$ cat src/rtl/vector_config_ctrl_pkg.sv
// Shared encodings for the vector configuration controller: request kinds,
// vtype field codes, the illegal-vtype value and the sequencing states.
package vector_config_ctrl_pkg;

  localparam logic [1:0]  KIND_VSETVLI  = 2'b00;
  localparam logic [1:0]  KIND_VSETIVLI = 2'b01;
  localparam logic [1:0]  KIND_VSETVL   = 2'b10;

  localparam logic [2:0]  VLMUL_RSVD    = 3'b100;

  localparam logic [31:0] VTYPE_VILL     = 32'h8000_0000;
  localparam logic [31:0] VTYPE_RSV_MASK = 32'hFFFF_FF00;

  typedef enum logic [1:0] {
    ST_IDLE    = 2'b00,
    ST_DRAIN   = 2'b01,
    ST_COMPUTE = 2'b10,
    ST_RESP    = 2'b11
  } cfg_state_e;

  function automatic logic [31:0] min_u32(input logic [31:0] a, input logic [31:0] b);
    return (a < b) ? a : b;
  endfunction

endpackage

$ cat src/rtl/vector_config_ctrl_chk.sv
// Simulation-only protocol checks on the vector issue/retire interface.
module vector_config_ctrl_chk (
  input logic clock,
  input logic reset_n,
  input logic vec_issue,
  input logic vec_retire,
  input logic cfg_busy,
  input logic inflight_full,
  input logic count_zero
);

  a_issue_when_full: assert property (@(posedge clock) disable iff (!reset_n)
    !(vec_issue && !vec_retire && inflight_full));

  a_retire_when_empty: assert property (@(posedge clock) disable iff (!reset_n)
    !(vec_retire && !vec_issue && count_zero));

  a_issue_when_busy: assert property (@(posedge clock) disable iff (!reset_n)
    !(vec_issue && cfg_busy));

endmodule

$ cat src/rtl/vector_config_ctrl_vtype_decoder.sv
// Combinational vtype legality check and VLMAX computation for a given
// VLEN/ELEN; an illegal vtype yields vill=1, vtype=0 and vlmax=0.
module vtype_decoder
  import vector_config_ctrl_pkg::*;
#(
  parameter int VLEN = 128,
  parameter int ELEN = 32
) (
  input  logic [31:0] vtype_raw_i,
  input  logic [31:0] rsv_mask_i,
  output logic        vill_o,
  output logic [7:0]  vtype_o,
  output logic [31:0] vlmax_o
);

  localparam logic [31:0] VLEN_W = 32'(VLEN);
  localparam logic [31:0] ELEN_W = 32'(ELEN);

  logic [2:0]  vsew_s;
  logic [2:0]  vlmul_s;
  logic        frac_s;
  logic [4:0]  frac_sh_s;
  logic [31:0] sew_s;
  logic [31:0] per_reg_s;
  logic [31:0] elen_frac_s;

  // Fractional LMUL 2^-k is encoded as 8-k, so a right shift by (8-vlmul) scales by it.
  always_comb begin
    vsew_s      = vtype_raw_i[5:3];
    vlmul_s     = vtype_raw_i[2:0];
    frac_s      = vlmul_s[2];
    frac_sh_s   = 5'd8 - {2'b00, vlmul_s};
    sew_s       = 32'd8 << vsew_s;
    per_reg_s   = VLEN_W >> (5'd3 + {2'b00, vsew_s});
    elen_frac_s = ELEN_W >> frac_sh_s;
    vill_o      = vsew_s[2]
                | (sew_s > ELEN_W)
                | (vlmul_s == VLMUL_RSVD)
                | (frac_s & (sew_s > elen_frac_s))
                | (|(vtype_raw_i & rsv_mask_i));
    if (vill_o) begin
      vtype_o = 8'd0;
      vlmax_o = 32'd0;
    end else if (frac_s) begin
      vtype_o = vtype_raw_i[7:0];
      vlmax_o = per_reg_s >> frac_sh_s;
    end else begin
      vtype_o = vtype_raw_i[7:0];
      vlmax_o = per_reg_s << vlmul_s;
    end
  end

endmodule

$ cat src/rtl/vector_config_ctrl.sv
// Sequences vsetvli/vsetivli/vsetvl: drains in-flight vector ops, computes the
// new vl from AVL and vtype, updates the architectural vl/vtype and returns vl.
module vector_config_ctrl
  import vector_config_ctrl_pkg::*;
#(
  parameter int VLEN         = 128,
  parameter int ELEN         = 32,
  parameter int MAX_INFLIGHT = 4
) (
  input  logic        clock,
  input  logic        reset_n,
  input  logic        req_valid,
  output logic        req_ready,
  input  logic [1:0]  req_kind,
  input  logic        rs1_is_x0,
  input  logic        rd_is_x0,
  input  logic [31:0] rs1_val,
  input  logic [4:0]  uimm,
  input  logic [10:0] zimm,
  input  logic [31:0] rs2_val,
  output logic        rsp_valid,
  input  logic        rsp_ready,
  output logic [31:0] rsp_vl,
  output logic [31:0] vl_o,
  output logic [31:0] vtype_o,
  output logic        vill_o,
  output logic        cfg_busy,
  input  logic        vec_issue,
  input  logic        vec_retire,
  output logic        inflight_full
);

  localparam int            CW       = $clog2(MAX_INFLIGHT + 1);
  localparam logic [CW-1:0] CNT_MAX  = CW'(MAX_INFLIGHT);
  localparam logic [CW-1:0] CNT_ONE  = CW'(1);
  localparam logic [CW-1:0] CNT_ZERO = CW'(0);

  cfg_state_e  state_q, state_d;
  logic [CW-1:0] count_q, count_d;
  logic        accept_s;
  logic [1:0]  kind_q;
  logic        rs1_x0_q, rd_x0_q;
  logic [31:0] rs1_val_q, rs2_val_q;
  logic [4:0]  uimm_q;
  logic [10:0] zimm_q;
  logic [31:0] vl_q, vl_d, vtype_q, vtype_d, rsp_vl_q, rsp_vl_d;
  logic        rsp_valid_q, rsp_valid_d;
  logic [31:0] raw_vtype_s, avl_s, new_vl_s, dec_vlmax_s;
  logic [7:0]  dec_vtype_s;
  logic        dec_vill_s, kind_bad_s, vill_s;

  // In-flight counter; saturating at both ends, simultaneous issue+retire cancels.
  always_comb begin
    count_d = count_q;
    if (vec_issue && !vec_retire) begin
      if (count_q != CNT_MAX) count_d = count_q + CNT_ONE;
      else                    count_d = count_q;
    end else if (vec_retire && !vec_issue) begin
      if (count_q != CNT_ZERO) count_d = count_q - CNT_ONE;
      else                     count_d = count_q;
    end else begin
      count_d = count_q;
    end
  end

  // Sequencing: skip DRAIN when nothing will be in flight after the accept edge.
  always_comb begin
    state_d  = state_q;
    accept_s = 1'b0;
    case (state_q)
      ST_IDLE: begin
        if (req_valid) begin
          accept_s = 1'b1;
          state_d  = (count_d == CNT_ZERO) ? ST_COMPUTE : ST_DRAIN;
        end else begin
          state_d = ST_IDLE;
        end
      end
      ST_DRAIN:   state_d = (count_q == CNT_ZERO) ? ST_COMPUTE : ST_DRAIN;
      ST_COMPUTE: state_d = ST_RESP;
      ST_RESP:    state_d = rsp_ready ? ST_IDLE : ST_RESP;
      default:    state_d = ST_IDLE;
    endcase
  end

  // AVL selection and raw vtype assembly from the latched operands.
  always_comb begin
    raw_vtype_s = 32'd0;
    kind_bad_s  = 1'b0;
    case (kind_q)
      KIND_VSETVLI:  raw_vtype_s = {21'd0, zimm_q};
      KIND_VSETIVLI: raw_vtype_s = {22'd0, zimm_q[9:0]};
      KIND_VSETVL:   raw_vtype_s = rs2_val_q;
      default:       kind_bad_s  = 1'b1;
    endcase
    if (kind_q == KIND_VSETIVLI) avl_s = {27'd0, uimm_q};
    else if (!rs1_x0_q)          avl_s = rs1_val_q;
    else if (!rd_x0_q)           avl_s = 32'hFFFF_FFFF;
    else                         avl_s = vl_q;
  end

  vtype_decoder #(
    .VLEN(VLEN),
    .ELEN(ELEN)
  ) u_vtype_decoder (
    .vtype_raw_i(raw_vtype_s),
    .rsv_mask_i (VTYPE_RSV_MASK),
    .vill_o     (dec_vill_s),
    .vtype_o    (dec_vtype_s),
    .vlmax_o    (dec_vlmax_s)
  );

  assign vill_s   = dec_vill_s | kind_bad_s;
  assign new_vl_s = vill_s ? 32'd0 : min_u32(avl_s, dec_vlmax_s);

  // Architectural registers and the response all update on the COMPUTE exit edge.
  always_comb begin
    vl_d        = vl_q;
    vtype_d     = vtype_q;
    rsp_vl_d    = rsp_vl_q;
    rsp_valid_d = rsp_valid_q;
    if (state_q == ST_COMPUTE) begin
      vl_d        = new_vl_s;
      vtype_d     = vill_s ? VTYPE_VILL : {24'd0, dec_vtype_s};
      rsp_vl_d    = new_vl_s;
      rsp_valid_d = 1'b1;
    end else if ((state_q == ST_RESP) && rsp_ready) begin
      rsp_valid_d = 1'b0;
    end else begin
      rsp_valid_d = rsp_valid_q;
    end
  end

  // State, counter and architectural registers.
  always_ff @(posedge clock or negedge reset_n) begin
    if (!reset_n) begin
      state_q     <= ST_IDLE;
      count_q     <= CNT_ZERO;
      vl_q        <= 32'd0;
      vtype_q     <= VTYPE_VILL;
      rsp_vl_q    <= 32'd0;
      rsp_valid_q <= 1'b0;
    end else begin
      state_q     <= state_d;
      count_q     <= count_d;
      vl_q        <= vl_d;
      vtype_q     <= vtype_d;
      rsp_vl_q    <= rsp_vl_d;
      rsp_valid_q <= rsp_valid_d;
    end
  end

  // Operand capture on accept.
  always_ff @(posedge clock or negedge reset_n) begin
    if (!reset_n) begin
      kind_q    <= 2'b00;
      rs1_x0_q  <= 1'b0;
      rd_x0_q   <= 1'b0;
      rs1_val_q <= 32'd0;
      uimm_q    <= 5'd0;
      zimm_q    <= 11'd0;
      rs2_val_q <= 32'd0;
    end else if (accept_s) begin
      kind_q    <= req_kind;
      rs1_x0_q  <= rs1_is_x0;
      rd_x0_q   <= rd_is_x0;
      rs1_val_q <= rs1_val;
      uimm_q    <= uimm;
      zimm_q    <= zimm;
      rs2_val_q <= rs2_val;
    end
  end

  assign req_ready     = (state_q == ST_IDLE);
  assign cfg_busy      = (state_q != ST_IDLE);
  assign inflight_full = (count_q == CNT_MAX);
  assign rsp_valid     = rsp_valid_q;
  assign rsp_vl        = rsp_vl_q;
  assign vl_o          = vl_q;
  assign vtype_o       = vtype_q;
  assign vill_o        = vtype_q[31];

  vector_config_ctrl_chk u_chk (
    .clock        (clock),
    .reset_n      (reset_n),
    .vec_issue    (vec_issue),
    .vec_retire   (vec_retire),
    .cfg_busy     (cfg_busy),
    .inflight_full(inflight_full),
    .count_zero   (count_q == CNT_ZERO)
  );

endmodule

$ cat config.mk
export PLATFORM = sky130hd
export DESIGN_NAME = vector_config_ctrl
export DESIGN_NICKNAME = d
export VERILOG_FILES = /design/src/rtl/vector_config_ctrl_pkg.sv /design/src/rtl/vector_config_ctrl_chk.sv /design/src/rtl/vector_config_ctrl_vtype_decoder.sv /design/src/rtl/vector_config_ctrl.sv
export SDC_FILE = /design/constraint.sdc
export NUM_CORES = 1
export LEC_CHECK = 0
export CAP_MARGIN = 20
export CORE_UTILIZATION = 35
export CTS_CLUSTER_SIZE = 24
export DETAILED_ROUTE_END_ITERATION = 12
export PLACE_DENSITY = 0.66
export SETUP_SLACK_MARGIN = 0.2
export SYNTH_ARGS = -nofsm -noshare
export SYNTH_HDL_FRONTEND = slang
export SYNTH_HIERARCHICAL = 1
export SYNTH_SLANG_ARGS = --single-unit
$ cat constraint.sdc
create_clock -name clock -period 15.8 [get_ports clock]
set_input_delay 3.16 -clock clock [delete_from_list [all_inputs] [get_ports clock]]
set_output_delay 3.16 -clock clock [all_outputs]
set_load 0.03 [all_outputs]
# After elaboration in Yosys (flattened, before gate mapping)

Cells that the tools add are included.

Bits in registers: 154
Bits of input ports: 90

Add/subtract/negate cells: 4
Order comparisons: 3
Equal/unequal tests: 8
Shift-type cells: 5
Multiplexer cells: 24
Bitwise gates (word level): 6
Reductions and logical operators: 14

Operators with widths:

| cell                                                                   | number |
|---|---|
| 32-bit two-way mux                                                     | 8 |
| 32-bit one-hot mux with 3 select lines                                 | 1 |
| 32-bit > comparator                                                    | 1 |
| 32-bit by 6-bit > comparator with 1-bit output (second input constant) | 1 |
| 32-bit < comparator                                                    | 1 |
| 32-bit by 3-bit << shifter with 32-bit output                          | 1 |
| 4-bit by 3-bit << shifter with 32-bit output (first input constant)    | 1 |
| 32-bit by 5-bit right shift with 32-bit output                         | 1 |
| 6-bit by 5-bit right shift with 32-bit output (first input constant)   | 1 |
| 8-bit by 5-bit right shift with 32-bit output (first input constant)   | 1 |
| 24-bit OR reduction                                                    | 1 |
| 3-bit two-way mux                                                      | 4 |
| 2-bit two-way mux                                                      | 4 |
| 8-bit two-way mux                                                      | 1 |
| 2-bit one-hot mux with 4 select lines                                  | 1 |
| 2-bit equality test (second input constant)                            | 3 |
| 3-bit equality test (second input constant)                            | 2 |
| 3-bit logical NOT                                                      | 2 |
| 1-bit two-way mux                                                      | 5 |
| 1-bit bitwise OR                                                       | 5 |
| 4-bit by 3-bit subtractor with 5-bit output (first input constant)     | 1 |
| 2-bit by 3-bit adder with 4-bit output (first input constant)          | 1 |
| 2-bit by 1-bit equality test with 1-bit output (second input constant) | 2 |
| 2-bit logical NOT                                                      | 2 |
| 9 further kinds                                                        | 13 |

# Longest topological paths before layout

Depth in word-level cells: 12
Gate-level depth with buffers: 29

# Hierarchy

Netlist, hierarchy kept.

Modules (own cells, without submodules):

| module             | instances | cells each | area an instance (um2) |
|---|---|---|---|
| vector_config_ctrl | 1         | 883        | 7349.5 |
| vtype_decoder      | 1         | 150        | 1016.0 |

# Worst setup path after synthesis

OpenSTA, ideal clock, no wires.

Path kind: reg2reg
From: register kind_q[1]
To: register rsp_vl_q[2], in the netlist rsp_vl[2]
Library setup time: 138 ps
Arrival time: 5124 ps
Data required time: 15662 ps
Setup slack: 10538 ps
Stages on the path, launching flop included: 30
Buffers on the path: 7
Period minus slack after synthesis: 5262 ps
Cell sequence: dfrtp_1 -> buf_2 -> nor2b_1 -> clkbuf_1 -> nand2_1 -> o21ai_0 -> buf_2 -> buf_2 -> inv_1 -> ha_1 -> ha_1 -> buf_2 -> nand3_1 -> ha_1 -> a21oi_1 -> nand2_1 -> o211ai_1 -> and3_4 -> inv_2 -> buf_6 -> nor4_4 -> inv_1 -> ha_1 -> a21o_1 -> a211oi_1 -> and4bb_1 -> a32o_1 -> nor2_4 -> buf_6 -> o311ai_1

Word-level cells in the longest chain between the ends: 12
Elaborated cells between the ends (all ways): 29
Classes of those cells: add/sub: 2; order compare: 3; eq/ne: 3; shift: 5; mux: 7; bitwise: 6; reduce/logical: 3

Ends and longest elaborated chain:

| element                                       | line                                   | text |
|---|---|---|
| from (decl)                                   | vector_config_ctrl.sv:41               | `logic [1:0] kind_q;` |
| from (signal assigned)                        | vector_config_ctrl.sv:164              | `kind_q <= req_kind;` |
| 2-bit equality test (tied with other cells)   | vector_config_ctrl.sv:90               | `case (kind_q)` |
| 32-bit one-hot mux with 3 select lines *      | vector_config_ctrl.sv:90               |  |
| net raw_vtype_s[0]                            | vector_config_ctrl.sv:48               | `logic [31:0] raw_vtype_s, avl_s, new_vl_s, dec_vlmax_s;` |
| 4-bit by 3-bit subtractor with 5-bit output   | vector_config_ctrl_vtype_decoder.sv:32 | `frac_sh_s = 5'd8 - {2'b00, vlmul_s};` |
| 6-bit by 5-bit right shift with 32-bit output | vector_config_ctrl_vtype_decoder.sv:35 | `elen_frac_s = ELEN_W >> frac_sh_s;` |
| 32-bit > comparator                           | vector_config_ctrl_vtype_decoder.sv:39 | `\| (frac_s & (sew_s > elen_frac_s))` |
| 1-bit AND                                     | vector_config_ctrl_vtype_decoder.sv:39 |  |
| 1-bit bitwise OR *                            | vector_config_ctrl_vtype_decoder.sv:39 |  |
| 1-bit bitwise OR *                            | vector_config_ctrl_vtype_decoder.sv:40 | `\| (\|(vtype_raw_i & rsv_mask_i));` |
| net dec_vill_s                                | vector_config_ctrl.sv:50               | `logic dec_vill_s, kind_bad_s, vill_s;` |
| 32-bit two-way mux *                          | vector_config_ctrl_vtype_decoder.sv:41 | `if (vill_o) begin` |
| net dec_vlmax_s[6]                            | vector_config_ctrl.sv:48               |  |
| 32-bit < comparator *                         | vector_config_ctrl_pkg.sv:22           | `return (a < b) ? a : b;` |
| 32-bit two-way mux *                          | vector_config_ctrl_pkg.sv:22           |  |
| 32-bit two-way mux *                          | vector_config_ctrl.sv:114              | `assign new_vl_s = vill_s ? 32'd0 : min_u32(avl_s, dec_vlmax_s);` |
| to (signal assigned)                          | vector_config_ctrl.sv:148              | `rsp_vl_q <= rsp_vl_d;` |
| to (decl)                                     | vector_config_ctrl.sv:46               | `logic [31:0] vl_q, vl_d, vtype_q, vtype_d, rsp_vl_q, rsp_vl_d;` |

The timed path passes the listed nets; every way through them passes the cells marked *.
A chain may end at the register's enable or synchronous reset.

# Final worst setup path

From: register kind_q[1]
To: register rsp_vl_q[3], in the netlist rsp_vl[3]

The elaborated chain is that of the path after synthesis.

==> out/summary.md <==
The run finished with clean final reports. The async set-or-reset flop fraction in the synthesized netlist came out at 100%. The min-delay analysis places its worst path in the category flip-flop to flip-flop. The filler cells instantiated in the layout total 2343.

In the synthesized netlist the dominant register cell turns out to be sky130_fd_sc_hd__dfrtp_1. The antenna diode count was 0; the via count was 7314. The highest attainable clock frequency was 0.161 GHz; the final setup violation count was 0. Combinational logic is responsible for 53.3% of the overall power. The worst setup path is captured at a flip-flop. After synthesis, the netlist uses 65 different library cells.

Yosys mapped a number of flops with a built-in enable equal to 0. Synthesis handed over a netlist of 1033 instances. The tools report the max-slew violation total from the final report as 0.

Summing every instance area after synthesis gives 0.00837 mm². In the global route stage, met2 resource usage came out at 31.9%. Global routing consumed, on the met3 layer, 3.68% of the routing resources. The run gives 0.464 ns as the worst hold margin. The first global-routing pass estimated 37100 µm of wire. The average via count per standard cell was 4.91. Setup repair after global routing left no endpoint under its margin. The most frequent cell after synthesis is sky130_fd_sc_hd__nand2_1.

Summed over all failing endpoints, the final setup total negative slack is 0 ns. The run gives 30.6% as the worst slew margin relative to its limit. The number of detailed-routing iterations run before antenna repair was 6. Clock tree synthesis found a total of 131 sinks. The run gives 0.00909 ns as the setup skew after layout.

After detailed routing, the average wire length per cell comes to 15.2 µm. For this run, global-route usage on met1 was measured as 24.7%. The number of H-tree levels was 4. By count the netlist is led by sky130_fd_sc_hd__nand2_1, sky130_fd_sc_hd__dfrtp_1, sky130_fd_sc_hd__buf_4. Summing all multi-input logic gate instances after layout gives 0.00425 mm². For the area of the core, the log shows 0.0235 mm². For this design the static power due to leakage is 4.76 nW. The number of clock buffers added by TritonCTS is 17. For the via count of the first global-routing pass, the log shows 7213.

The clock input transition at the sequential cells of the worst setup and hold paths was 0.06 ns; the number of warning messages in the yosys log was 6. Hold repair after CTS inserted 0 buffers. Internal power comes to 0.00117 W.

The synthesized design devotes to its leading area cell type 38.9% of total area. Residual overflow from global routing: 0. The flop-to-flop setup slack is 9.60 ns. The slew of the pin with the lowest slew margin was 1.04 ns. The number of nets in the finished design was 1292; the post-CTS setup buffer count was 0. TritonCTS built the clock tree.

For the worst-skew pair, the clock arrives at the later sink with an insertion delay of 0.42 ns. The dominant cell type by area after synthesis is sky130_fd_sc_hd__dfrtp_1. Sequential cells were found to cover 39.2% of the synthesized design area. The tools report the area enclosed by the die boundary as 0.0245 mm². The maximum count of clock buffers along a single path is 2. Sum of net half-perimeters after detailed placement: 15500 µm.

Most heavily used metal layer in global routing: met2. In this run, synthesis produced a sequential element count of 131. The root buffer cell chosen for the clock tree is sky130_fd_sc_hd__clkbuf_16. The startpoint class of the critical path was a flip-flop. The tool flagged a number of max-cap violations equal to 0.

In the post-synthesis netlist, the biggest area contributors are sky130_fd_sc_hd__dfrtp_1, sky130_fd_sc_hd__nand2_1, sky130_fd_sc_hd__buf_4, sky130_fd_sc_hd__ha_1, sky130_fd_sc_hd__o311ai_1. Dividing total power by cell area gives a power density of 201 mW/mm². Summed over all nets, the switching power comes to 0.000960 W. In this run the worst path has a maximum fanout of 31. Routability-driven placement finished with a final weighted congestion of 0.864.

In this run the vertical extent of the chip is 157 µm. During placement, the flow inserted port buffers numbering 167. The required time of the critical path is 16.07 ns. The detailed-route wire length is 22700 µm, and the part of the power in the clock network is 19.8%. Entering global routing, the biggest net connects 96 pins.

In the final layout, flip-flops and latches occupy 0.00328 mm². The arrival time at the worst endpoint was 6.47 ns. Final critical path time including I/O delays and setup: 6.20 ns. The count of boundary I/O pins was 191. Net switching is 45.1% of the power. The area added between synthesis and finish works out to 26.6%.

The worst-case IR drop observed on VDD is 76.4 µV. The first-iteration detailed-routing DRC count is 399. The detail route stage leaves a number of antenna-violating nets equal to 0.

The type of the setup path with the least slack was flip-flop to flip-flop. A synthesized cell averages 8.10 µm². The number of gates resized after CTS was 0.

For this run, the total global-route usage over all layers was measured as 19.3%. The initial standard-cell utilization of the core is 35.6%, and the remaining design rule violation count is 0. The post-route clock period utilization works out to 39.3%.

In this run the core area contains 56 standard-cell rows. The portion of total power attributed to sequential cells was 26.8%; the share of post-route cells with drive strength above 1 was 5.38%. The die is 157 µm wide. The final hold violation count was 0; the initial antenna violation count was 0.
[layout make-up]
class / instances / share of cell area [%]
inverters: 53 / 1.88
repair buffers: 183 / 17.3
clock buffers: 19 / 4.18
multi-input cells: 773 / 40.2
clock inverters: 13 / 1.74
well taps: 319 / 3.77
flip-flops and latches: 131 / 31.0
[layer usage]
metal,vias to the layer above,share of wire (%)
li1,3619,-
met1,3415,44
met2,245,48
met3,35,5.4
met4,0,2.7
met5,-,0
[power groups by stage]
stage	registers (W)	logic [W]	clock network, W
floorplan	0.000586	0.000801	0
global placement	0.000573	0.00108	0
detailed placement	0.000576	0.00110	0
CTS	0.000572	0.00112	0.000426
global route	0.000588	0.00127	0.000440
finish	0.000570	0.00113	0.000422
[cells by family (layout without fill, tap and decap cells)]
family	count (synthesis)	count (layout)	share of synthesized area (%)
adder cells (fa/ha/maj)	43	43	6.43
flip-flops	131	131	39.2
other	3	79	0.135
multiplexers	1	1	0.120
XOR/XNOR	6	6	0.628
buffers and inverters	205	268	13.6
AO/OA/AOI/OAI	177	177	14.8
AND/OR/NAND/NOR	467	467	25.0
[registers in the layout, indices dropped and copies added (netlist names)]
signal / flops
zimm_q: 11
count_q: 3
rsp_valid: 1
rs1_val_q: 32
rs2_val_q: 32
rd_x0_q: 1
kind_q: 2
state_q: 2
uimm_q: 5
vtype_o: 9
rs1_x0_q: 1
rsp_vl: 32
[cell usage in the layout, fill, tap and decap left out, drive strengths merged, types with 3 or more instances in the layout]
cell type | netlist | routed
dfrtp | 130 | 130
o311ai | 31 | 31
o31ai | 3 | 3
and2 | 27 | 27
clkinvlp | 0 | 3
a31oi | 4 | 4
a22o | 11 | 11
clkdlybuf4s50 | 0 | 166
nand4 | 37 | 37
ha | 43 | 43
o22ai | 32 | 32
and3 | 5 | 5
nor2 | 47 | 47
or3 | 3 | 3
inv | 53 | 53
nand2b | 6 | 6
clkbuf | 52 | 19
a32oi | 3 | 3
nor4 | 4 | 4
nand2 | 300 | 300
o21ai | 37 | 37
conb | 3 | 79
and4 | 3 | 3
a22oi | 9 | 9
clkinv | 0 | 6
o211ai | 3 | 3
a21o | 4 | 4
nand3 | 10 | 10
xnor2 | 5 | 5
a211oi | 6 | 6
nor2b | 5 | 5
a21oi | 18 | 18
bufinv | 0 | 4
buf | 100 | 17
nor3 | 11 | 11
[metrics by stage]
stage	cells	worst slack, ns	total power, W	util [%]	cell area (µm²)
2_1_floorplan	1109	10.54	0.00139	-	8650
3_3_place_gp	1457	9.85	0.00166	42.2	9910
3_5_place_dp	1458	9.74	0.00168	42.3	9940
4_1_cts	1490	9.59	0.00212	45.0	10600
5_1_grt	1491	9.16	0.00229	45.1	10600
6_report	1491	9.60	0.00213	45.1	10600
[worst max-delay path: stages, from the launching register on]
cell                       delay (ns)
sky130_fd_sc_hd__dfrtp_1         0.76
sky130_fd_sc_hd__nor2b_1         0.20
sky130_fd_sc_hd__buf_4           0.29
sky130_fd_sc_hd__nand2_1         0.08
sky130_fd_sc_hd__o21ai_1         0.07
sky130_fd_sc_hd__buf_4           0.25
sky130_fd_sc_hd__inv_1           0.15
sky130_fd_sc_hd__ha_1            0.23
sky130_fd_sc_hd__ha_1            0.44
sky130_fd_sc_hd__nand3_1         0.13
sky130_fd_sc_hd__ha_1            0.34
sky130_fd_sc_hd__a21oi_1         0.18
sky130_fd_sc_hd__nand2_1         0.08
sky130_fd_sc_hd__o211ai_1        0.09
sky130_fd_sc_hd__and3_4          0.24
sky130_fd_sc_hd__inv_2           0.12
sky130_fd_sc_hd__nor4_4          0.25
sky130_fd_sc_hd__inv_1           0.08
sky130_fd_sc_hd__ha_1            0.34
sky130_fd_sc_hd__a21o_1          0.21
sky130_fd_sc_hd__a211oi_1        0.22
sky130_fd_sc_hd__and4bb_1        0.23
sky130_fd_sc_hd__a32o_1          0.26
sky130_fd_sc_hd__nor2_4          0.64
sky130_fd_sc_hd__o311ai_1        0.16
[path summary, 6_finish.rpt]
| path | start | end | cells after the start |
|---|---|---|---|
| setup / recovery | kind_q[1] | rsp_vl[3] | 24 |
| hold / removal | rs2_val_q[19] | rs2_val_q[19] | 2 |
| setup reg to reg | kind_q[1] | rsp_vl[3] | 24 |
| hold reg to reg | rs2_val_q[19] | rs2_val_q[19] | 2 |
| max in group asynchronous | reset_n | rs2_val_q[31] | 2 |
| min in group asynchronous | reset_n | rs1_val_q[24] | 1 |
Power figures use the tool's default switching activity.
